===== config.mk =====
export PLATFORM = sky130hd
export DESIGN_NAME = fetch_stage_flat
export DESIGN_NICKNAME = d
export VERILOG_FILES = /design/src/rtl/fetch_stage_if.sv /design/src/rtl/fetch_stage.sv /design/src/flat_wrapper.sv
export SDC_FILE = /design/constraint.sdc
export NUM_CORES = 1
export LEC_CHECK = 0
export CAP_MARGIN = 40
export CORE_MARGIN = 5
export CORE_UTILIZATION = 55
export DETAILED_ROUTE_END_ITERATION = 16
export GPL_TIMING_DRIVEN = 0
export PLACE_DENSITY = 0.95
export SYNTH_ARGS = -nofsm -noshare
export SYNTH_HDL_FRONTEND = slang
export SYNTH_SLANG_ARGS = --single-unit
export TNS_END_PERCENT = 100

===== constraint.sdc =====
create_clock -name clk -period 8.25 [get_ports clk]
set_clock_uncertainty 0.15 [all_clocks]
set_input_delay 1.65 -clock clk [delete_from_list [all_inputs] [get_ports clk]]
set_output_delay 1.65 -clock clk [all_outputs]
set_load 0.005 [all_outputs]

===== src/rtl/fetch_stage_if.sv =====
// ---------------------------------------------------------------------------
// fetch_stage_if
// Groups the fetch stage's two buses: the synchronous instruction-memory port
// and the IF/ID pipeline register handed to decode.
//
//   imem_addr   fetch -> mem     instruction memory word address (bytes)
//   imem_rdata  mem   -> fetch   data for the address issued last cycle
//   ifid_instr  fetch -> decode  IF/ID instruction (32'h0 when a bubble)
//   ifid_pc4    fetch -> decode  IF/ID PC+4, also the JAL link value
//   ifid_valid  fetch -> decode  IF/ID holds a real instruction
//
// master: the fetch stage.  slave: memory/decode side (or a testbench).
// ---------------------------------------------------------------------------
interface fetch_stage_if #(
    parameter int PC_WIDTH = 32
);
    logic [PC_WIDTH-1:0] imem_addr;
    logic [31:0]         imem_rdata;
    logic [31:0]         ifid_instr;
    logic [PC_WIDTH-1:0] ifid_pc4;
    logic                ifid_valid;

    modport master (
        output imem_addr,
        input  imem_rdata,
        output ifid_instr,
        output ifid_pc4,
        output ifid_valid
    );

    modport slave (
        input  imem_addr,
        output imem_rdata,
        input  ifid_instr,
        input  ifid_pc4,
        input  ifid_valid
    );
endinterface


===== src/rtl/fetch_stage.sv =====
// ---------------------------------------------------------------------------
// fetch_stage
// Instruction-fetch stage plus IF/ID pipeline register. Holds the PC, drives
// a synchronous instruction memory (one cycle read latency) and registers the
// fetched word with its PC+4 for decode. Control flow (Branch/Jmp/JR from the
// controller, branch comparator result from ID) is resolved while the
// branch/jump sits in IF/ID; the two wrong-path words already in flight are
// turned into bubbles, so a taken redirect costs exactly two bubbles.
//
// Ports
//   clk          rising-edge clock
//   rst_n        asynchronous active-low reset
//   stall_i      hazard stall: freezes PC, memory address, IF/ID and state
//   branch_i     BEQ/BNE decoded from the IF/ID instruction
//   br_taken_i   ID comparator result for that branch
//   jmp_i        J, JAL or JR in IF/ID
//   jr_i         JR in IF/ID (target comes from jr_addr_i)
//   jr_addr_i    rs value, JR target
//   bus          fetch_stage_if.master: imem port and IF/ID register
//   redirect_o   combinational: control-flow redirect taken this cycle
// ---------------------------------------------------------------------------
module fetch_stage #(
    parameter int                  PC_WIDTH = 32,
    parameter logic [PC_WIDTH-1:0] RESET_PC = '0
) (
    input  logic                clk,
    input  logic                rst_n,
    input  logic                stall_i,
    input  logic                branch_i,
    input  logic                br_taken_i,
    input  logic                jmp_i,
    input  logic                jr_i,
    input  logic [PC_WIDTH-1:0] jr_addr_i,
    fetch_stage_if.master       bus,
    output logic                redirect_o
);

    localparam logic [PC_WIDTH-1:0] PC_STEP = PC_WIDTH'(4);

    typedef enum logic [1:0] {
        BOOT   = 2'd0,
        RUN    = 2'd1,
        SQUASH = 2'd2
    } state_t;

    // Branch target: PC+4 plus the sign-extended word offset, wrapping
    // modulo 2^PC_WIDTH.
    function automatic logic [PC_WIDTH-1:0] branch_target(
        input logic [PC_WIDTH-1:0] pc4,
        input logic [15:0]         imm
    );
        logic signed [PC_WIDTH-1:0] offset;
        offset = {{(PC_WIDTH-18){imm[15]}}, imm, 2'b00};
        return pc4 + $unsigned(offset);
    endfunction

    // Pseudo-direct jump target: region bits from PC+4, index from the word.
    function automatic logic [PC_WIDTH-1:0] jump_target(
        input logic [PC_WIDTH-1:0] pc4,
        input logic [25:0]         index
    );
        return {pc4[PC_WIDTH-1:28], index, 2'b00};
    endfunction

    state_t              state_q, state_d;
    logic [PC_WIDTH-1:0] pc_q, pc_d;
    logic [PC_WIDTH-1:0] fetch_pc_q, fetch_pc_d;
    logic [31:0]         instr_p1, instr_d;
    logic [PC_WIDTH-1:0] pc4_p1, pc4_d;
    logic                vld_p1, vld_d;
    logic [PC_WIDTH-1:0] target;
    logic                redirect;

    // Stage 0: PC selection / memory address.
    // While stalled the memory re-reads the word it is already returning, so
    // the data lined up with fetch_pc_q survives the stall.
    assign bus.imem_addr = stall_i ? fetch_pc_q : pc_q;

    // A redirect only fires from a real instruction in IF/ID; during a stall
    // it is deferred because IF/ID keeps the branch until release.
    assign redirect   = vld_p1 & ~stall_i & (jmp_i | (branch_i & br_taken_i));
    assign redirect_o = redirect;

    always_comb begin
        if (jr_i) begin
            target = jr_addr_i;
        end else if (jmp_i) begin
            target = jump_target(pc4_p1, instr_p1[25:0]);
        end else begin
            target = branch_target(pc4_p1, instr_p1[15:0]);
        end
    end

    always_comb begin
        state_d    = state_q;
        pc_d       = pc_q;
        fetch_pc_d = fetch_pc_q;
        instr_d    = instr_p1;
        pc4_d      = pc4_p1;
        vld_d      = vld_p1;

        if (!stall_i) begin
            // Every unstalled cycle the address just issued becomes the one
            // whose data arrives next cycle.
            fetch_pc_d = pc_q;
            unique case (state_q)
                BOOT: begin
                    // No read has been issued yet: memory data is garbage.
                    instr_d = 32'h0;
                    vld_d   = 1'b0;
                    pc_d    = pc_q + PC_STEP;
                    state_d = RUN;
                end
                RUN: begin
                    if (redirect) begin
                        // Data arriving now is the first wrong-path word.
                        instr_d = 32'h0;
                        vld_d   = 1'b0;
                        pc_d    = target;
                        state_d = SQUASH;
                    end else begin
                        instr_d = bus.imem_rdata;
                        pc4_d   = fetch_pc_q + PC_STEP;
                        vld_d   = 1'b1;
                        pc_d    = pc_q + PC_STEP;
                    end
                end
                SQUASH: begin
                    // Second wrong-path word; target data arrives next cycle.
                    instr_d = 32'h0;
                    vld_d   = 1'b0;
                    pc_d    = pc_q + PC_STEP;
                    state_d = RUN;
                end
                default: begin
                    state_d = BOOT;
                end
            endcase
        end
    end

    always_ff @(posedge clk or negedge rst_n) begin
        if (!rst_n) begin
            state_q    <= BOOT;
            pc_q       <= RESET_PC;
            fetch_pc_q <= RESET_PC;
        end else begin
            state_q    <= state_d;
            pc_q       <= pc_d;
            fetch_pc_q <= fetch_pc_d;
        end
    end

    // Stage 1: IF/ID register.
    always_ff @(posedge clk or negedge rst_n) begin
        if (!rst_n) begin
            instr_p1 <= 32'h0;
            pc4_p1   <= '0;
            vld_p1   <= 1'b0;
        end else begin
            instr_p1 <= instr_d;
            pc4_p1   <= pc4_d;
            vld_p1   <= vld_d;
        end
    end

    assign bus.ifid_instr = instr_p1;
    assign bus.ifid_pc4   = pc4_p1;
    assign bus.ifid_valid = vld_p1;

endmodule


===== src/flat_wrapper.sv =====
// flat-port wrapper written by rule: the top's interface ports become plain ports
module fetch_stage_flat 
#(
    parameter int                  PC_WIDTH = 32,
    parameter logic [PC_WIDTH-1:0] RESET_PC = '0
)
  (clk, rst_n, stall_i, branch_i, br_taken_i, jmp_i, jr_i, jr_addr_i, redirect_o, bus_imem_addr, bus_imem_rdata, bus_ifid_instr, bus_ifid_pc4, bus_ifid_valid);
  fetch_stage_if #(.PC_WIDTH(PC_WIDTH)) bus_i ();
  input  logic clk;
  input  logic rst_n;
  input  logic stall_i;
  input  logic branch_i;
  input  logic br_taken_i;
  input  logic jmp_i;
  input  logic jr_i;
  input  logic [PC_WIDTH-1:0] jr_addr_i;
  output logic redirect_o;
  output wire logic [$bits(bus_i.imem_addr)-1:0] bus_imem_addr;
  input wire logic [$bits(bus_i.imem_rdata)-1:0] bus_imem_rdata;
  output wire logic [$bits(bus_i.ifid_instr)-1:0] bus_ifid_instr;
  output wire logic [$bits(bus_i.ifid_pc4)-1:0] bus_ifid_pc4;
  output wire logic [$bits(bus_i.ifid_valid)-1:0] bus_ifid_valid;
  assign bus_imem_addr = bus_i.imem_addr;
  assign bus_i.imem_rdata = bus_imem_rdata;
  assign bus_ifid_instr = bus_i.ifid_instr;
  assign bus_ifid_pc4 = bus_i.ifid_pc4;
  assign bus_ifid_valid = bus_i.ifid_valid;
  fetch_stage #(.PC_WIDTH(PC_WIDTH), .RESET_PC(RESET_PC)) u_core (.clk(clk), .rst_n(rst_n), .stall_i(stall_i), .branch_i(branch_i), .br_taken_i(br_taken_i), .jmp_i(jmp_i), .jr_i(jr_i), .jr_addr_i(jr_addr_i), .bus(bus_i), .redirect_o(redirect_o));
endmodule

---- Word level (Yosys, flattened, before mapping) ----
Index checks and enable logic that the tools add are counted.
operators by class
  mux-type cells .......................... 11
  $add $sub $neg .......................... 3
  order comparisons ....................... 0
  eq/ne operators ......................... 3
  reduce and logical (&&, ||, !) cells .... 6
  shifts and indexed selects .............. 0
  divide/modulo/power cells ............... 0
  bitwise logic cells ..................... 6
  $mul .................................... 0
operators by type and width
  kind                                                                   count
  32-bit 2-to-1 mux                                                      5
  32-bit one-hot mux with 2 select lines                                 2
  32-bit by 3-bit adder with 32-bit output, second input constant        2
  32-bit adder                                                           1
  2-bit one-hot mux with 2 select lines                                  1
  2-bit AND reduction                                                    2
  1-bit AND                                                              3
  3-bit AND reduction                                                    1
  2-bit by 1-bit equality test with 1-bit output, second input constant  1
  2-bit equality test, second input constant                             1
  2-bit logical NOT                                                      1
  2-bit 2-to-1 mux                                                       1
  2-bit != test, second input constant                                   1
  1-bit inverter                                                         2
  1-bit one-hot mux with 2 select lines                                  1
  2-bit nonzero test                                                     1
  2-bit OR reduction                                                     1
  1-bit 2-to-1 mux                                                       1
  1-bit bitwise OR                                                       1
word-level totals
  bits in read-only memories .............. 0
  bits in latches ......................... 0
  logic and storage cells ................. 35
  input port bits ......................... 71
  memories kept ........................... 0
  flip-flop bits (word level) ............. 131
  memory bits (writable) .................. 0

---- Logic depth before layout (Yosys ltp) ----
Gate-level depths: netlist (run 1).
  word-level depth ........................ 5
  gate-level depth with buffers ........... 10
  gate-level depth less buffers ........... 10

---- Worst setup path before layout (run 1) ----
OpenSTA, ideal clock, no wires.
  kind .................................... input -> output
  start ................................... in stall_i
  end ..................................... out bus_imem_addr[20]
  data arrival time ....................... 2941 ps
  setup slack ............................. 3509 ps
  path buffers ............................ 3
  stages on the path ...................... 4
  cells stage by stage .................... clkbuf_1 -> clkbuf_1 -> clkbuf_1 -> mux2_2
between the ends
  cells in the longest elaborated chain, start to end .. 1
ends and longest elaborated chain
  item                RTL line            source
  start: declaration  flat_wrapper.sv:11  input logic stall_i;
  32-bit 2-to-1 mux   -
  end: declaration    flat_wrapper.sv:18  output wire logic [$bits(bus_i.imem_addr)-1:0] bus_imem_addr;
No other way between the ends.

---- Worst setup path in the final report (run 1) ----
  start ................................... in stall_i
  end ..................................... out bus_imem_addr[18]
Same word-level chain as after synthesis.

==> summary.md, run 1 <==
| Metric | Value |
|---|---|
| Synth area leaders | `dfrtp_1, a21oi_1, ha_1, mux2_2, nor2_1` |
| Worst R2R End | `u_core.pc_q[26]$_DFFE_PN0P_` |
| Post-Syn Area | `just over 8000 sq um` |
| Static Leak | `~4.3 nW` |
| Final #Nets | `roughly 1200` |
| CTS tree | `built` |
| Relative slew slack | `0.462` |
| Post-synthesis cell count | `894` |
| Diodes inserted | `0` |
| R2R depth | `9` |
| Share of the synthesized area in the top cell type | `0.403` |
| Clock latency on the worst-skew pair | `about 0.43 ns` |
| # resized after CTS | `0` |
| Syn Area/Cell | `9.10 sq um` |
| Crit path time final | `5.70 ns` |
| Arr. time, crit path | `3.90 ns` |
| Hold depth | `2` |
| Place WS | `2.63 ns` |
| Number of global-route vias before repair | `8354` |
| Clock-pin slew on the worst setup and hold paths | `roughly 0.05 ns` |
| Avg WL per Cell | `22.5 um` |
| Hpwl dp | `21100 um` |
| Reg2Reg Setup Slack | `between 4 and 5 ns` |
| Via count | `8475` |
| Tightest Pin Transition | `0.806 ns` |
| Setup TNS | `0 ns` |
| Syn nets | `997` |
| Die H | `132 um` |
| Final setup viols | `0` |
| #FFs+latches synth | `roughly 130` |
| Hold Slack | `0.349 ns` |
| DR iter-0 viols | `~1300` |
| Final wirelength | `28700 um` |
| CP startpoint kind | `input pin` |
| Die Area | `between 15000 and 20000 sq um` |
| CTS Buf Count | `17` |
| Slew Viols, Final | `0` |
| Post-synth EDFFs | `0` |
| Fraction of layout instances using a drive strength above 1 | `0.0824` |
| RSZ-0062 raised after global routing | `no` |
| WHS Endpoint | `u_core.pc_q[0]$_DFFE_PN0P_` |
| Worst setup margin | `2.55 ns` |
| Prevailing post-synth register cell | `dfrtp_1` |
| Finished Layout Cells | `between 1000 and 1500` |
| Maxcap violations | `0` |
| Area grow syn2layout | `30.6%` |
| Crit end category | `primary output` |
| Critical-path cell list | `clkbuf_1 -> clkbuf_1 -> clkbuf_1 -> nand2_1 -> o21ai_0 -> clkdlybuf4s50_1` |
| Starting Density | `0.559` |
| Fmax | `175 MHz` |
| First-pass GRT wire length | `about 45000 um` |
| DRC Markers | `0` |
| Commonest cells in the netlist | `dfrtp_1, a21oi_1, nor2_1` |
| Die width | `132 um` |
| Post-synth cell types | `79` |
| Total GRT Usage | `0.324` |
| Grt ovf | `0` |
| Top Ports | `169` |
| GP Congestion | `0.956` |
| Synth warn | `0` |
| Hold Crit Class | `flip-flop to flip-flop` |
| Top delay family on crit path | `buffers and inverters` |
| Slowest stage cell, crit path | `clkbuf_1` |
| Fill cell count | `1070` |
| Hold_buf cts | `0` |
| Fin crit share | `0.691` |
| Leading area contributor after synthesis | `dfrtp_1` |
| Hold Path Origin | `u_core.pc_q[0]$_DFFE_PN0P_` |
| VDD IR-drop max | `197 uV` |
| R2r startpoint | `u_core.bus.ifid_instr[0]$_DFFE_PN0P_` |
| Row Count | `44` |
| Clock buffer depth | `2` |
| Top cell by count, worst path | `clkbuf_1` |
| CP Max Fanout | `10` |
| Setup CP Type | `input pin to primary output` |
| Sequential share of the synthesized area | `0.403` |
| Status | `completed` |
| Final core utilization | `0.731` |
| Final hold vios | `0` |
| Worst Path Required | `~6.5 ns` |
| H-tree depth | `4` |
| Root Buffer | `clkbuf_16` |
| DP Cell Count | `1246` |
| Power Dens Cells | `approximately 400 nW/um^2` |
| IO buf count | `about 170` |
| Sink Count | `131` |
| Initial antenna violation count | `0` |
| Asr flop ratio synth | `1.00` |
| Largest stage delay on the critical path | `0.61 ns` |
| Largest net degree at the start of global routing | `83` |
| Core area | `14500 sq um` |
| DRT Pass-1 Iters | `7` |
| Setup Buffers After CTS | `0` |
| Buffers & Inverters on Critical Path | `4` |
| Dominant cell by count in the synthesized netlist | `dfrtp_1` |
| Vias per cell | `roughly 6.6` |
| ANT nets after route | `0` |
worst min-delay path, delay by kind of cell, from the launching register on:
| kind | cells | cell delay, ns |
|---|---|---|
| AO/OA/AOI/OAI | 1 | 0.06 |
| flip-flops | 1 | 0.35 |
| AND/OR/NAND/NOR | 1 | 0.05 |
worst max-delay path by stage:
stage                     startpoint                               endpoint  slack, ns  depth (start not counted)
after floorplan              stall_i                      bus_imem_addr[20]       3.51                          4
after global placement         rst_n  u_core.bus.ifid_instr[31]$_DFFE_PN0P_       0.27                          1
after detailed placement     stall_i                      bus_imem_addr[18]       2.63                          6
after CTS                    stall_i                      bus_imem_addr[18]       2.63                          6
after global routing         stall_i                       bus_imem_addr[7]       2.46                          6
final                        stall_i                      bus_imem_addr[18]       2.55                          6
layer usage:
metal,up-vias,GRT usage,share of wire
li1,3695,-,-
met2,644,0.505,0.46
met3,121,0.0933,0.12
met4,0,0.147,0.046
met5,-,0,0
met1,4015,0.421,0.38
cell type report:
| cell class | count | area [sq um] | area share |
|---|---|---|---|
| Clock buffer | 25 | 505 | 0.0476 |
| Clock inverter | 5 | 50.0 | 0.00471 |
| Inverter | 12 | 45.0 | 0.00424 |
| Tap cell | 184 | 230 | 0.0217 |
| Buffer | 49 | 195 | 0.0184 |
| Multi-Input combinational cell | 702 | 4610 | 0.434 |
| Sequential cell | 131 | 3280 | 0.309 |
| Timing Repair Buffer | 168 | 1700 | 0.160 |
report_power, final:
group | internal (mW) | switching (mW)
clock network | 0.449 | 0.281
registers | 0.925 | 0.375
logic | 1.04 | 1.13
total | 2.41 | 1.79
logic make-up (layout without fill, tap and decap cells):
logic type,after synthesis,count (layout),share of synthesized area
simple gates,295,295,0.179
compound gates,286,286,0.231
flops,131,131,0.403
buf+inv,61,259,0.0295
xor+xnor,48,48,0.0517
mux,41,41,0.0554
fa+ha+maj,32,32,0.0502
state kept, by name, summed over array words and instances, names as in the netlist:
name	count
u_core.bus.ifid_instr	32
u_core.bus.ifid_pc4	32
u_core.fetch_pc_q	32
u_core.pc_q	32
u_core.state_q	2
u_core.bus.ifid_valid	1
cells in the final DEF, fill, tap and decap left out, drive strengths merged, types with 14 or more instances in the layout:
| master | synthesis | routed |
|---|---|---|
| clkdlybuf4s50 | 0 | 166 |
| dfrtp | 131 | 131 |
| a21oi | 90 | 90 |
| nor2 | 89 | 89 |
| nand2 | 84 | 84 |
| clkbuf | 40 | 65 |
| o21ai | 60 | 60 |
| nand3 | 35 | 35 |
| a22o | 32 | 32 |
| mux2 | 32 | 32 |
| xor2 | 31 | 31 |
| ha | 31 | 31 |
| nand4 | 20 | 20 |
| xnor2 | 17 | 17 |
| a31oi | 15 | 15 |
| o211ai | 15 | 15 |
| nor3 | 14 | 14 |
through the flow:
stage / total power, mW / area, sq um
4_1_cts: 4.13 / 10600
2_1_floorplan: 2.46 / 8130
3_5_place_dp: 3.39 / 10100
3_3_place_gp: 3.32 / 10000
5_1_grt: 4.43 / 10600
6_report: 4.20 / 10600
Note: power is estimated with default switching activity, not from simulation.
==> inputs of run 2 (changes only) <==
--- a/config.mk
+++ b/config.mk
@@ -7,10 +7,10 @@
 export LEC_CHECK = 0
 export CAP_MARGIN = 40
 export CORE_MARGIN = 5
-export CORE_UTILIZATION = 55
+export CORE_UTILIZATION = 52
 export DETAILED_ROUTE_END_ITERATION = 16
 export GPL_TIMING_DRIVEN = 0
-export PLACE_DENSITY = 0.95
+export PLACE_DENSITY = 0.91
 export SYNTH_ARGS = -nofsm -noshare
 export SYNTH_HDL_FRONTEND = slang
 export SYNTH_SLANG_ARGS = --single-unit
==> constraint.sdc (replaced) <==
create_clock -name clk -period 6 [get_ports clk]
set_clock_uncertainty 0.15 [all_clocks]
set_input_delay 1.2 -clock clk [delete_from_list [all_inputs] [get_ports clk]]
set_output_delay 1.2 -clock clk [all_outputs]
set_load 0.005 [all_outputs]
==> run 2 against run 1 <==
Compared with the run above: power increased by 39%; critical path depth unchanged; non-clock buffer count unchanged; combinational power is 37% higher; cell area up 0.85%; sequential share of layout area shrank 0.26 points; final cell count rose by 2.3%.
==> summary.md, run 2 (synthesis results as in run 1) <==
| Metric | Value |
|---|---|
| Status | `completed` |
| Fmax | `205 MHz` |
| Setup TNS | `0 ns (unchanged)` |
| Fraction of layout instances using a drive strength above 1 | `0.0868 (+0.00442)` |
| Flop pwr share | `0.305 (-0.004)` |
| Hold Crit Class | `flip-flop to flip-flop` |
| Sink Count | `131 (unchanged)` |
| Most frequent cells in the layout | `clkdlybuf4s50_1, dfrtp_1, a21oi_1` |
| Slew Viols, Final | `0 (unchanged)` |
| Tightest Pin Transition | `0.807 ns (+0.000824 ns)` |
| Die Area | `18200 sq um (+5.3%)` |
| First-pass GRT wire length | `44800 um (-0.81%)` |
| Relative slew slack | `0.462 (-0.000550)` |
| Int Power | `3.37 mW (+40%)` |
| Clock latency on the worst-skew pair | `0.43 ns (about the same)` |
| Clk pwr share | `0.186 (+0.012)` |
| Power Dens Cells | `547 nW/um^2 (+38%)` |
| Avg WL per Cell | `22.1 um (-1.8%)` |
| Maxcap violations | `0 (unchanged)` |
| DRT Pass-1 Iters | `9 (+2)` |
| Die H | `135 um (+2.6%)` |
| IO buf count | `167 (unchanged)` |
| Die width | `135 um (+2.6%)` |
| Area grow syn2layout | `31.7%` |
| Initial antenna violation count | `0 (unchanged)` |
| Diodes inserted | `0 (unchanged)` |
| Setup CP Type | `input pin to primary output` |
| GP Congestion | `0.966 (+0.99%)` |
| DR iter-0 viols | `976 (-23%)` |
| RSZ-0062 raised after global routing | `no` |
| Final wirelength | `28800 um (+0.39%)` |
| Most common cell after layout, fill and taps aside | `clkdlybuf4s50_1` |
| Top Ports | `169 (unchanged)` |
| Starting Density | `0.533 (-0.0266)` |
| Worst Path Required | `4.65 ns (-1.80 ns)` |
| Vias per cell | `6.38 (-4.0%)` |
| Root Buffer | `clkbuf_16` |
| Clock buffer depth | `2 (unchanged)` |
| DRC Markers | `0 (unchanged)` |
| Sw frac | `0.424 (-0.00157)` |
| Hold_buf cts | `0 (unchanged)` |
| Core area | `15300 sq um (+5.0%)` |
| Fill cell count | `1138 (+6.4%)` |
| Arr. time, crit path | `3.52 ns (-0.38 ns)` |
| # resized after CTS | `0 (unchanged)` |
| VDD IR-drop max | `260 uV (+32%)` |
| Total GRT Usage | `0.314 (-0.00991)` |
| Number of global-route vias before repair | `8287 (-0.80%)` |
| Crit end category | `primary output` |
| Static Leak | `4.26 nW (about the same)` |
| Hpwl dp | `21000 um (-0.44%)` |
| Psw | `2.49 mW (+39%)` |
| Final #Nets | `1184 (unchanged)` |
| Clock-pin slew on the worst setup and hold paths | `0.06 ns (about the same)` |
| Setup Buffers After CTS | `0 (unchanged)` |
| Final setup viols | `0 (unchanged)` |
| Comb pwr share | `0.509 (-0.008)` |
| Final hold vios | `0 (unchanged)` |
| ANT nets after route | `0 (unchanged)` |
| Crit path time final | `4.87 ns` |
| Fin crit share | `0.811` |
| CTS tree | `built` |
| Grt ovf | `0 (unchanged)` |
| Finished Cell Area | `10700 sq um (+0.85%)` |
| H-tree depth | `4 (unchanged)` |
| Via count | `8322 (-1.8%)` |
| Row Count | `45 (+2.3%)` |
| Cell Area, Placed | `10100 sq um (+0.33%)` |
| Largest net degree at the start of global routing | `71 (-14%)` |
| CP Max Fanout | `10 (unchanged)` |
| CTS Buf Count | `17 (unchanged)` |
| CP startpoint kind | `input pin` |
==> run 2: through the flow <==
stage               power, mW  hold slack [ns]   util  setup slack [ns]  instances
floorplan                3.39            0.296      -              2.16        894
global placement         4.56            0.323  0.660             -1.55       1272
detailed placement       4.65            0.325  0.662              1.27       1273
CTS                      5.77            0.353  0.702              1.22       1305
global route             6.17            0.374  0.702              1.05       1305
finish                   5.86            0.353  0.702              1.13       1305
==> run 2: worst paths after layout <==
kind                                                       start                               endpoint  slack [ns]  cells past startpoint
max reg2reg                 u_core.bus.ifid_instr[0]$_DFFE_PN0P_            u_core.pc_q[16]$_DFFE_PN0P_        2.61                     10
min reg2reg                u_core.bus.ifid_instr[28]$_DFFE_PN0P_  u_core.bus.ifid_instr[28]$_DFFE_PN0P_        0.35                      1
min in group asynchronous                                  rst_n   u_core.bus.ifid_instr[4]$_DFFE_PN0P_        0.61                      1
min                        u_core.bus.ifid_instr[28]$_DFFE_PN0P_  u_core.bus.ifid_instr[28]$_DFFE_PN0P_        0.35                      1
max in group asynchronous                                  rst_n    u_core.bus.ifid_pc4[21]$_DFFE_PN0P_        4.32                      2
max                                                      stall_i                       bus_imem_addr[7]        1.13                      6
==> run 2: worst max-delay path: stages <==
cell,delay (ns)
clkbuf_1,0.24
clkbuf_1,0.49
clkbuf_1,0.63
nand2_1,0.14
o21ai_0,0.22
clkdlybuf4s50_1,0.60
==> run 2: area by class of cell <==
cell class / instances / area (sq um) / share of cell area
inverter: 12 / 45.0 / 0.00421
buffer: 49 / 195 / 0.0182
tap: 211 / 264 / 0.0247
sequential: 131 / 3280 / 0.306
multi-input combinational: 702 / 4610 / 0.431
clock buffer: 19 / 453 / 0.0423
clock inverter: 13 / 159 / 0.0148
timing repair buffer: 168 / 1700 / 0.159
==> run 2: routing by layer <==
| layer | part of all wire | vias up | global-route usage |
|---|---|---|---|
| li1 | - | 3687 | - |
| met1 | 0.40 | 3956 | 0.405 |
| met2 | 0.46 | 573 | 0.498 |
| met3 | 0.11 | 106 | 0.0849 |
| met4 | 0.044 | 0 | 0.141 |
| met5 | 0 | - | 0 |
==> run 2: power groups by stage <==
stage	combinational, mW	sequential (mW)	clock [mW]
CTS	2.92	1.76	1.09
finish	2.98	1.79	1.09
floorplan	1.76	1.63	0
detailed placement	2.89	1.77	0
global route	3.22	1.83	1.12
global placement	2.81	1.75	0
